File: src/rtl/pipe_controller.sv
// rtl/pipe_controller.sv - ARM-subset pipelined control unit (optional PIPE_CTRL_NOWRITE_EN: CMP/TST skip Rd write)
module pipe_controller (
    input  logic        clk,
    input  logic        reset,
    input  logic [19:0] InstrD,
    input  logic [3:0]  ALUFlags,
    input  logic        FlushE,
    output logic [1:0]  RegSrcD,
    output logic [1:0]  ImmSrcD,
    output logic        ALUSrcE,
    output logic [3:0]  ALUControlE,
    output logic        BranchTakenE,
    output logic        MemWriteM,
    output logic        MemtoRegE,
    output logic        MemtoRegW,
    output logic        RegWriteM,
    output logic        RegWriteW,
    output logic        PCSrcW,
    output logic        PCWrPendingF
);

    typedef struct packed {
        logic [3:0] cond;
        logic [1:0] flag_w;
        logic       pc_src;
        logic       reg_w;
        logic       mem_w;
        logic       mem_to_reg;
        logic       branch;
        logic       alu_src;
        logic [3:0] alu_ctl;
    } de_t;

    typedef struct packed {
        logic pc_src;
        logic reg_w;
        logic mem_w;
        logic mem_to_reg;
    } pipe_t;

    de_t        dec_d, de_d, de_q;
    pipe_t      em_d, em_q, mw_d, mw_q;
    logic [3:0] flags_d, flags_q;
    logic       cond_ex_e;

    logic [1:0] op_d;
    logic [5:0] funct_d;
    logic [3:0] cmd_d;
    logic [3:0] rd_d;
    logic       unused_instr;

    assign op_d         = InstrD[15:14];
    assign funct_d      = InstrD[13:8];
    assign cmd_d        = InstrD[12:9];
    assign rd_d         = InstrD[3:0];
    assign unused_instr = ^InstrD[7:4];

    always_comb begin
        dec_d      = '0;
        RegSrcD    = 2'b00;
        ImmSrcD    = 2'b00;
        dec_d.cond = InstrD[19:16];
        case (op_d)
            2'b00: begin
                dec_d.alu_src   = funct_d[5];
                dec_d.reg_w     = 1'b1;
`ifdef PIPE_CTRL_NOWRITE_EN
                if (cmd_d == 4'b1010 || cmd_d == 4'b1000)
                    dec_d.reg_w = 1'b0;
`endif
                dec_d.flag_w[1] = funct_d[0];
                dec_d.flag_w[0] = funct_d[0] &
                                  (cmd_d == 4'b0100 || cmd_d == 4'b0010 || cmd_d == 4'b1010);
                case (cmd_d)
                    4'b0100: dec_d.alu_ctl = 4'b0000;
                    4'b0010: dec_d.alu_ctl = 4'b0001;
                    4'b0000: dec_d.alu_ctl = 4'b0010;
                    4'b1100: dec_d.alu_ctl = 4'b0011;
                    4'b0001: dec_d.alu_ctl = 4'b0100;
                    4'b1101: dec_d.alu_ctl = 4'b0101;
                    4'b1010: dec_d.alu_ctl = 4'b0001;
                    4'b1000: dec_d.alu_ctl = 4'b0010;
                    default: dec_d.alu_ctl = 4'b0000;
                endcase
            end
            2'b01: begin
                dec_d.alu_src = 1'b1;
                dec_d.alu_ctl = funct_d[3] ? 4'b0000 : 4'b0001;
                if (funct_d[0]) begin
                    dec_d.reg_w      = 1'b1;
                    dec_d.mem_to_reg = 1'b1;
                end else begin
                    dec_d.mem_w = 1'b1;
                end
                ImmSrcD    = 2'b01;
                RegSrcD[1] = ~funct_d[0];
            end
            2'b10: begin
                dec_d.branch  = 1'b1;
                dec_d.alu_src = 1'b1;
                ImmSrcD       = 2'b10;
                RegSrcD[0]    = 1'b1;
            end
            default: ;
        endcase
        dec_d.pc_src = ((rd_d == 4'hF) & dec_d.reg_w) | dec_d.branch;
    end

    // Condition check uses the committed flags only; no bypass from the ALU.
    always_comb begin
        cond_ex_e = 1'b0;
        case (de_q.cond)
            4'b0000: cond_ex_e = flags_q[2];
            4'b0001: cond_ex_e = ~flags_q[2];
            4'b0010: cond_ex_e = flags_q[1];
            4'b0011: cond_ex_e = ~flags_q[1];
            4'b0100: cond_ex_e = flags_q[3];
            4'b0101: cond_ex_e = ~flags_q[3];
            4'b0110: cond_ex_e = flags_q[0];
            4'b0111: cond_ex_e = ~flags_q[0];
            4'b1000: cond_ex_e = flags_q[1] & ~flags_q[2];
            4'b1001: cond_ex_e = ~(flags_q[1] & ~flags_q[2]);
            4'b1010: cond_ex_e = (flags_q[3] == flags_q[0]);
            4'b1011: cond_ex_e = (flags_q[3] != flags_q[0]);
            4'b1100: cond_ex_e = ~flags_q[2] & (flags_q[3] == flags_q[0]);
            4'b1101: cond_ex_e = flags_q[2] | (flags_q[3] != flags_q[0]);
            4'b1110: cond_ex_e = 1'b1;
            default: cond_ex_e = 1'b0;
        endcase
    end

    always_comb begin
        de_d = FlushE ? '0 : dec_d;

        em_d.pc_src     = de_q.pc_src & cond_ex_e;
        em_d.reg_w      = de_q.reg_w & cond_ex_e;
        em_d.mem_w      = de_q.mem_w & cond_ex_e;
        em_d.mem_to_reg = de_q.mem_to_reg;
        mw_d            = em_q;

        flags_d = flags_q;
        if (de_q.flag_w[1] & cond_ex_e)
            flags_d[3:2] = ALUFlags[3:2];
        if (de_q.flag_w[0] & cond_ex_e)
            flags_d[1:0] = ALUFlags[1:0];
    end

    always_ff @(posedge clk) begin
        if (!reset) begin
            de_q    <= '0;
            em_q    <= '0;
            mw_q    <= '0;
            flags_q <= 4'b0000;
        end else begin
            de_q    <= de_d;
            em_q    <= em_d;
            mw_q    <= mw_d;
            flags_q <= flags_d;
        end
    end

    assign ALUSrcE      = de_q.alu_src;
    assign ALUControlE  = de_q.alu_ctl;
    assign MemtoRegE    = de_q.mem_to_reg;
    assign BranchTakenE = de_q.branch & cond_ex_e;
    assign MemWriteM    = em_q.mem_w;
    assign RegWriteM    = em_q.reg_w;
    assign RegWriteW    = mw_q.reg_w;
    assign MemtoRegW    = mw_q.mem_to_reg;
    assign PCSrcW       = mw_q.pc_src;
    assign PCWrPendingF = dec_d.pc_src | de_q.pc_src | em_q.pc_src;

endmodule

File: config.mk
export PLATFORM = sky130hd
export DESIGN_NAME = pipe_controller
export DESIGN_NICKNAME = d
export VERILOG_FILES = /design/src/rtl/pipe_controller.sv
export SDC_FILE = /design/constraint.sdc
export NUM_CORES = 1
export LEC_CHECK = 0
export CORE_MARGIN = 2
export CORE_UTILIZATION = 47
export DETAILED_ROUTE_END_ITERATION = 8
export GPL_TIMING_DRIVEN = 0
export PLACE_DENSITY_LB_ADDON = 0.2
export SLEW_MARGIN = 30
export SYNTH_ARGS = -nofsm -noshare
export SYNTH_HDL_FRONTEND = slang
export SYNTH_SLANG_ARGS = --single-unit
File: constraint.sdc
create_clock -name clk -period 5.6 [get_ports clk]
set_input_delay 1.12 -clock clk [delete_from_list [all_inputs] [get_ports clk]]
set_output_delay 1.12 -clock clk [all_outputs]
set_load 0.005 [all_outputs]
==> impl_results.md, run 1 <==
- CTS Buf Count: 3
- Commonest non-fill, non-tap cell in the layout: clkdlybuf4s50_1
- Hold buffer count at cts: 0
- Sw Share: 20.0%
- # H-tree levels: 1
- Register area share after synthesis: 42.7%
- Comb power frac: 12.6%
- Final hold violation count: 0
- Layout Skew: 0.0112 ns
- Maximum clock rate: 240 MHz
- Largest net degree at the start of global routing: 16
- Static leakage: 0.732 nW
- Count of cell types in the netlist: 38
- Hold slack: 0.459 ns
- Core area: 2480 sq um
- Status: finished, final reports clean
- Syn-to-layout area delta: 38.6%
- Worst Path Max Fanout: 5
- Post-CTS setup buffers: 0
- R2R Setup Slk: 3.36 ns
- Slew Viols, Final: 0
- DRT antenna net count: 0
- Syn Nets: 156
- GRT overflow: 0
- Pwr dens: 215 nW/um^2
- Inserted Diodes: 0
- Fill count: 206
- Element type at the critical path end: primary output
- Clk_lat worst skew: 0.32 ns
- CTS max path bufs: 2
- CP arrival: 3.05 ns
- Routed WL per cell: 11.4 um
- Sequential Power Share: 52.6%
- HP Start: em_q[0]
- YS warnings: 0
- Post-Syn Instances: 124
- Vias: 989
- Gr usage total: 16.4%
- Clock power frac: 34.8%
- Initial Util: 49.2%
- Vias in the first global route: 919
- Max-cap violations: 0
- Net count, final: 199
- Clock sinks: 26
- CTS tree: yes
- Synth Cell Area: 1220 sq um
- Fin area: 1690 sq um
- First-pass GRT wire length: 3.55 mm
- Hold path cells: 1
- Worst-path clk slew: 0.14 ns
- RSZ-0062 raised after global routing: false
- Worst-path cell chain: clkdlybuf4s50_1, inv_1, ha_1, a21oi_1, nor2_1, or4_1, clkdlybuf4s50_1
- I/O Pins: 44
- First-pass DRT Iterations: 4
- Worst endpoint required time: 4.48 ns
- Crit Reg-Reg Startpoint: de_q[13]
- Final TNS setup: 0 ns
- DIE WIDTH: 54.9 um
- Share of post-route cells with drive strength above 1: 12.0%
- Iteration-0 DRC count of the detailed router: 10
- Tcrit/Tclk final: 74.5%
- Routability cong.: 0.755
- CTS resizes: 0
- Final Util: 68.2%
- Sw Pwr: 0.0726 mW
- Tightest Hold Check Type: reg -> reg
- Power Total: 0.362 mW
- Most frequent cells in the layout: clkdlybuf4s50_1, dfxtp_1, nand2_1
- Root Driver: clkbuf_4
- Startpoint type of the worst setup path: primary input
- FP Rows: 18
- CP max stage delay: 0.54 ns
- Hold EP: MemtoRegW
- Crit Reg-Reg Endpoint: em_q[3]
- Initial antenna violation count: 0
- DIE AREA: 3020 sq um
- Most frequent CP cell: clkdlybuf4s50_1
- Worst R2R Path Depth: 6
- Number of buffers added on ports: 38
- Endpoints failing setup: 0
- Post-DP HPWL: 1.79 mm
- Setup CP Type: in -> out
- #FFs+latches synth: 26
- Max IR drop VDD: 0.000148 V
- Total wire length: 2.24 mm
- Int Power: 0.290 mW
- Remaining DRCs: 0
- Final min period: 4.17 ns
- Syn Area/Cell: 9.83 sq um
- Die height: 54.9 um
- Max stage delay cell, worst path: clkdlybuf4s50_1
- Placed inst area: 1640 sq um
- DR vias/cell: 5.05
[registers in the layout, summed over array words and instances (netlist names)]
signal and cells:
ALUControlE 3, ALUSrcE 1, MemWriteM 1, MemtoRegE 1, MemtoRegW 1, PCSrcW 1, RegWriteM 1, RegWriteW 1
de_q 10, em_q 2, flags_q 4
[routing by layer]
| metal | up-vias | part of all wire (%) | global-route usage, % |
|---|---|---|---|
| met5 | - | 0 | 0 |
| met4 | 0 | 2.1 | 8.54 |
| met3 | 5 | 4.1 | 2.69 |
| met2 | 24 | 50 | 31.0 |
| met1 | 452 | 43 | 17.1 |
| li1 | 508 | - | - |
[power groups by stage]
stage | combinational [mW] | sequential (mW) | clock (mW)
after floorplan | 0.0192 | 0.194 | 0
after global placement | 0.0450 | 0.194 | 0
after detailed placement | 0.0461 | 0.195 | 0
after CTS | 0.0462 | 0.191 | 0.128
after global routing | 0.0499 | 0.191 | 0.136
final | 0.0456 | 0.191 | 0.126
[worst max path at each step]
stage | startpoint | endpoint | slack (ns) | cells after the start
2_1_floorplan | de_q[13] | BranchTakenE | 2.46 | 6
3_3_place_gp | InstrD[14] | PCWrPendingF | 1.44 | 7
3_5_place_dp | InstrD[14] | PCWrPendingF | 1.40 | 7
4_1_cts | InstrD[14] | PCWrPendingF | 1.40 | 7
5_1_grt | InstrD[14] | PCWrPendingF | 1.31 | 7
6_report | InstrD[14] | PCWrPendingF | 1.43 | 7
[logic make-up (layout without fill, tap and decap cells)]
logic type	after synthesis	in the layout	synth area share (%)
xor+xnor	2	2	1.44
mux	8	8	7.08
fa+ha+maj	5	5	5.13
buf+inv	13	55	6.47
compound gates	13	13	9.04
flops	26	26	42.7
simple gates	56	56	27.8
other cells	1	1	0.308
[layout make-up]
cell class              instances  area [sq um]  share of cell area (%)
repair buffers                 38           380                    22.5
clock inverters                 1          30.0                    1.78
clock buffers                   3          22.5                    1.33
inverters                       4          15.0                   0.889
flip-flops and latches         26           520                    30.8
multi-input cells              85           619                    36.7
plain buffers                   9          63.8                    3.78
well taps                      30          37.5                    2.22
[synthesized netlist by cell type]
| library cell | instances | share of area (%) |
|---|---|---|
| clkbuf_1 | 2 | 0.62 |
| nor3b_1 | 4 | 2.5 |
| buf_4 | 6 | 3.7 |
| and3_1 | 5 | 2.6 |
| mux2_2 | 1 | 0.92 |
| o32ai_1 | 1 | 0.72 |
| nand2_1 | 13 | 4.0 |
| and3_4 | 1 | 0.92 |
| buf_6 | 1 | 0.92 |
| xnor2_1 | 1 | 0.72 |
| mux2i_1 | 6 | 4.9 |
| nor2b_1 | 4 | 2.1 |
| o41ai_2 | 2 | 2.7 |
| nor3_1 | 1 | 0.41 |
| or4_1 | 1 | 0.62 |
| nand4b_1 | 2 | 1.4 |
| conb_1 | 1 | 0.31 |
| inv_1 | 4 | 1.2 |
| a21o_1 | 1 | 0.62 |
| and4bb_2 | 1 | 1.0 |
| nand2b_1 | 2 | 1.0 |
| and2_1 | 10 | 5.1 |
| a31oi_1 | 1 | 0.51 |
| nand4_1 | 1 | 0.51 |
| a21oi_1 | 3 | 1.2 |
| mux2_4 | 1 | 1.2 |
| xor2_1 | 1 | 0.72 |
| dfxtp_1 | 26 | 43 |
| or4b_2 | 1 | 0.82 |
| nand3b_1 | 1 | 0.62 |
| a2111oi_0 | 1 | 0.72 |
| or4_4 | 2 | 1.8 |
| o31a_1 | 1 | 0.72 |
| nor4_1 | 1 | 0.51 |
| a211oi_1 | 1 | 0.62 |
| ha_1 | 5 | 5.1 |
| nor2_1 | 6 | 1.8 |
| o21a_1 | 2 | 1.2 |
[worst max-delay path: cells and delay by family]
family / cells / cell delay (ns)
AOI/OAI and AO/OA: 1 / 0.13
buffers and inverters: 3 / 1.09
adders and majority gates: 1 / 0.25
and+or+nand+nor: 2 / 0.46
[stage by stage]
stage                     setup WS [ns]  std cells
after CTS                          1.40        196
after global placement             1.44        192
after floorplan                    2.46        124
final                              1.43        196
after detailed placement           1.40        192
after global routing               1.31        196
(Power assumes the default switching activity.)
==> inputs of run 2 (changes only) <==
Settings changed: CORE_UTILIZATION 47 to 44.
Clock period 5.6 ns to 4.1 ns, I/O delays scaled along.
==> run 2 against run 1 <==
Routed wire length rose by 3.9%. Power rose by 23%. Final area fell by 0.89%. Worst hold slack got worse by 0.0026 ns. Non-clock buffer count did not move. Clock power barely moved. Die area rose by 6.3%. Clock-buffer cell count rose by 1. Critical path depth did not move. Sequential power rose by 36%. Highest routed layer unchanged.
==> impl_results.md, run 2 (synthesis gave the netlist of run 1 again) <==
- Least-Margin Pin Slew: 0.503 ns
- Sw Share: 21.4%
- Worst Path Max Fanout: 10
- Detail Route met3 WL: 110 um
- Final min period: 3.69 ns
- Hold buffer count at cts: 0
- Sw Pwr: 0.0956 mW
- Post-CTS setup buffers: 0
- Hold slack: 0.456 ns
- Root Driver: clkbuf_4
- Worst-path clk slew: 0.13 ns
- Fin area: 1670 sq um
- Int Power: 0.351 mW
- Core area: 2690 sq um
- Max-cap violations: 0
- Clk_lat worst skew: 0.31 ns
- First-pass DRT Iterations: 4
- GRT overflow: 0
- Maximum clock rate: 271 MHz
- Largest register FFs: 10
- DIE WIDTH: 56.6 um
- Worst endpoint required time: 3.28 ns
- Post-DP HPWL: 1.86 mm
- Routed WL per cell: 11.8 um
- Status: finished, final reports clean
- Syn-to-layout area delta: 37.4%
- Vias in the first global route: 941
- CTS resizes: 0
- Final TNS setup: 0 ns
- # H-tree levels: 1
- CTS Buf Count: 3
- Comb power frac: 14.0%
- Largest net degree at the start of global routing: 15
- Gr usage total: 16.1%
- WL met1: 990 um
- Max transition margin: 66.1%
- CTS tree: yes
- Startpoint type of the worst setup path: flip-flop
- Most frequent cells in the layout: clkdlybuf4s50_1, dfxtp_1, nand2_1
- DRT antenna net count: 0
- FP Rows: 19
- Slew Viols, Final: 0
- Remaining DRCs: 0
- Routability cong.: 0.708
- Share of post-route cells with drive strength above 1: 12.0%
- Initial Util: 45.4%
- Power Total: 0.447 mW
- CP arrival: 2.87 ns
- I/O Pins: 44
- Pwr dens: 267 nW/um^2
- Placed inst area: 1640 sq um
- Element type at the critical path end: primary output
- Number of buffers added on ports: 38
- Static leakage: 0.725 nW
- Net count, final: 199
- Tcrit/Tclk final: 89.9%
- Tightest Hold Check Type: reg -> reg
- Final Util: 62.3%
- Cell Count, Final, Fillers Out: 197
- Post-layout worst setup margin: 0.412 ns
- Dpl cells: 193
- Vias: 985
- Final hold violation count: 0
- Place WS: 0.517 ns
- Inserted Diodes: 0
- First-pass GRT wire length: 3.99 mm
- Max IR drop VDD: 0.000161 V
- CTS max path bufs: 2
- Iteration-0 DRC count of the detailed router: 17
- Endpoints failing setup: 0
- Layout Skew: 0.00279 ns
- Register bank with the most flops: de_q
- Top sig layer: met4
- RSZ-0062 raised after global routing: false
- Clock sinks: 26
- DR vias/cell: 5.00
- DIE AREA: 3210 sq um
- Clock power frac: 27.7%
- Setup CP Type: reg -> out
- Commonest non-fill, non-tap cell in the layout: clkdlybuf4s50_1
- Routed wl met2: 1.20 mm
- Initial antenna violation count: 0
- Total wire length: 2.32 mm
- Die height: 56.6 um
- Sequential Power Share: 58.3%
[run 2: area by class of cell]
cell class | count | area, sq um
clock buffers | 4 | 36.3
repair buffers | 38 | 380
multi-input cells | 85 | 619
plain buffers | 9 | 63.8
well taps | 31 | 38.8
fillers | 262 | 1010
inverters | 4 | 15.0
flip-flops and latches | 26 | 520
[run 2: power groups by stage]
stage          combinational [mW]  sequential, mW  clock (mW)
2_1_floorplan              0.0263           0.265           0
3_3_place_gp               0.0614           0.266           0
3_5_place_dp               0.0628           0.266           0
4_1_cts                    0.0632           0.260       0.127
5_1_grt                    0.0691           0.261       0.139
6_report                   0.0625           0.260       0.124
[run 2: path summary, 6_finish.rpt]
| kind | slack, ns | startpoint | depth (start not counted) | end |
|---|---|---|---|---|
| worst max-delay path | 0.41 | de_q[13] | 7 | BranchTakenE |
| worst min-delay path | 0.46 | em_q[0] | 1 | MemtoRegW |
| worst max register to register | 1.86 | de_q[13] | 6 | flags_q[2] |
| worst min register to register | 0.46 | em_q[0] | 1 | MemtoRegW |
[run 2: critical path: stages, from the launching register on]
cell and delay, ns:
dfxtp_1 0.35, buf_6 0.13, mux2_4 0.29, and3_4 0.17
or4_4 0.56, or4_4 0.44, and2_1 0.17, clkdlybuf4s50_1 0.44
[run 2: per-layer routing]
metal  track usage (%)  vias up
met1              17.1      454
met5                 0        -
met2              29.6       21
li1                  -      506
met3              5.07        4
met4              5.10        0
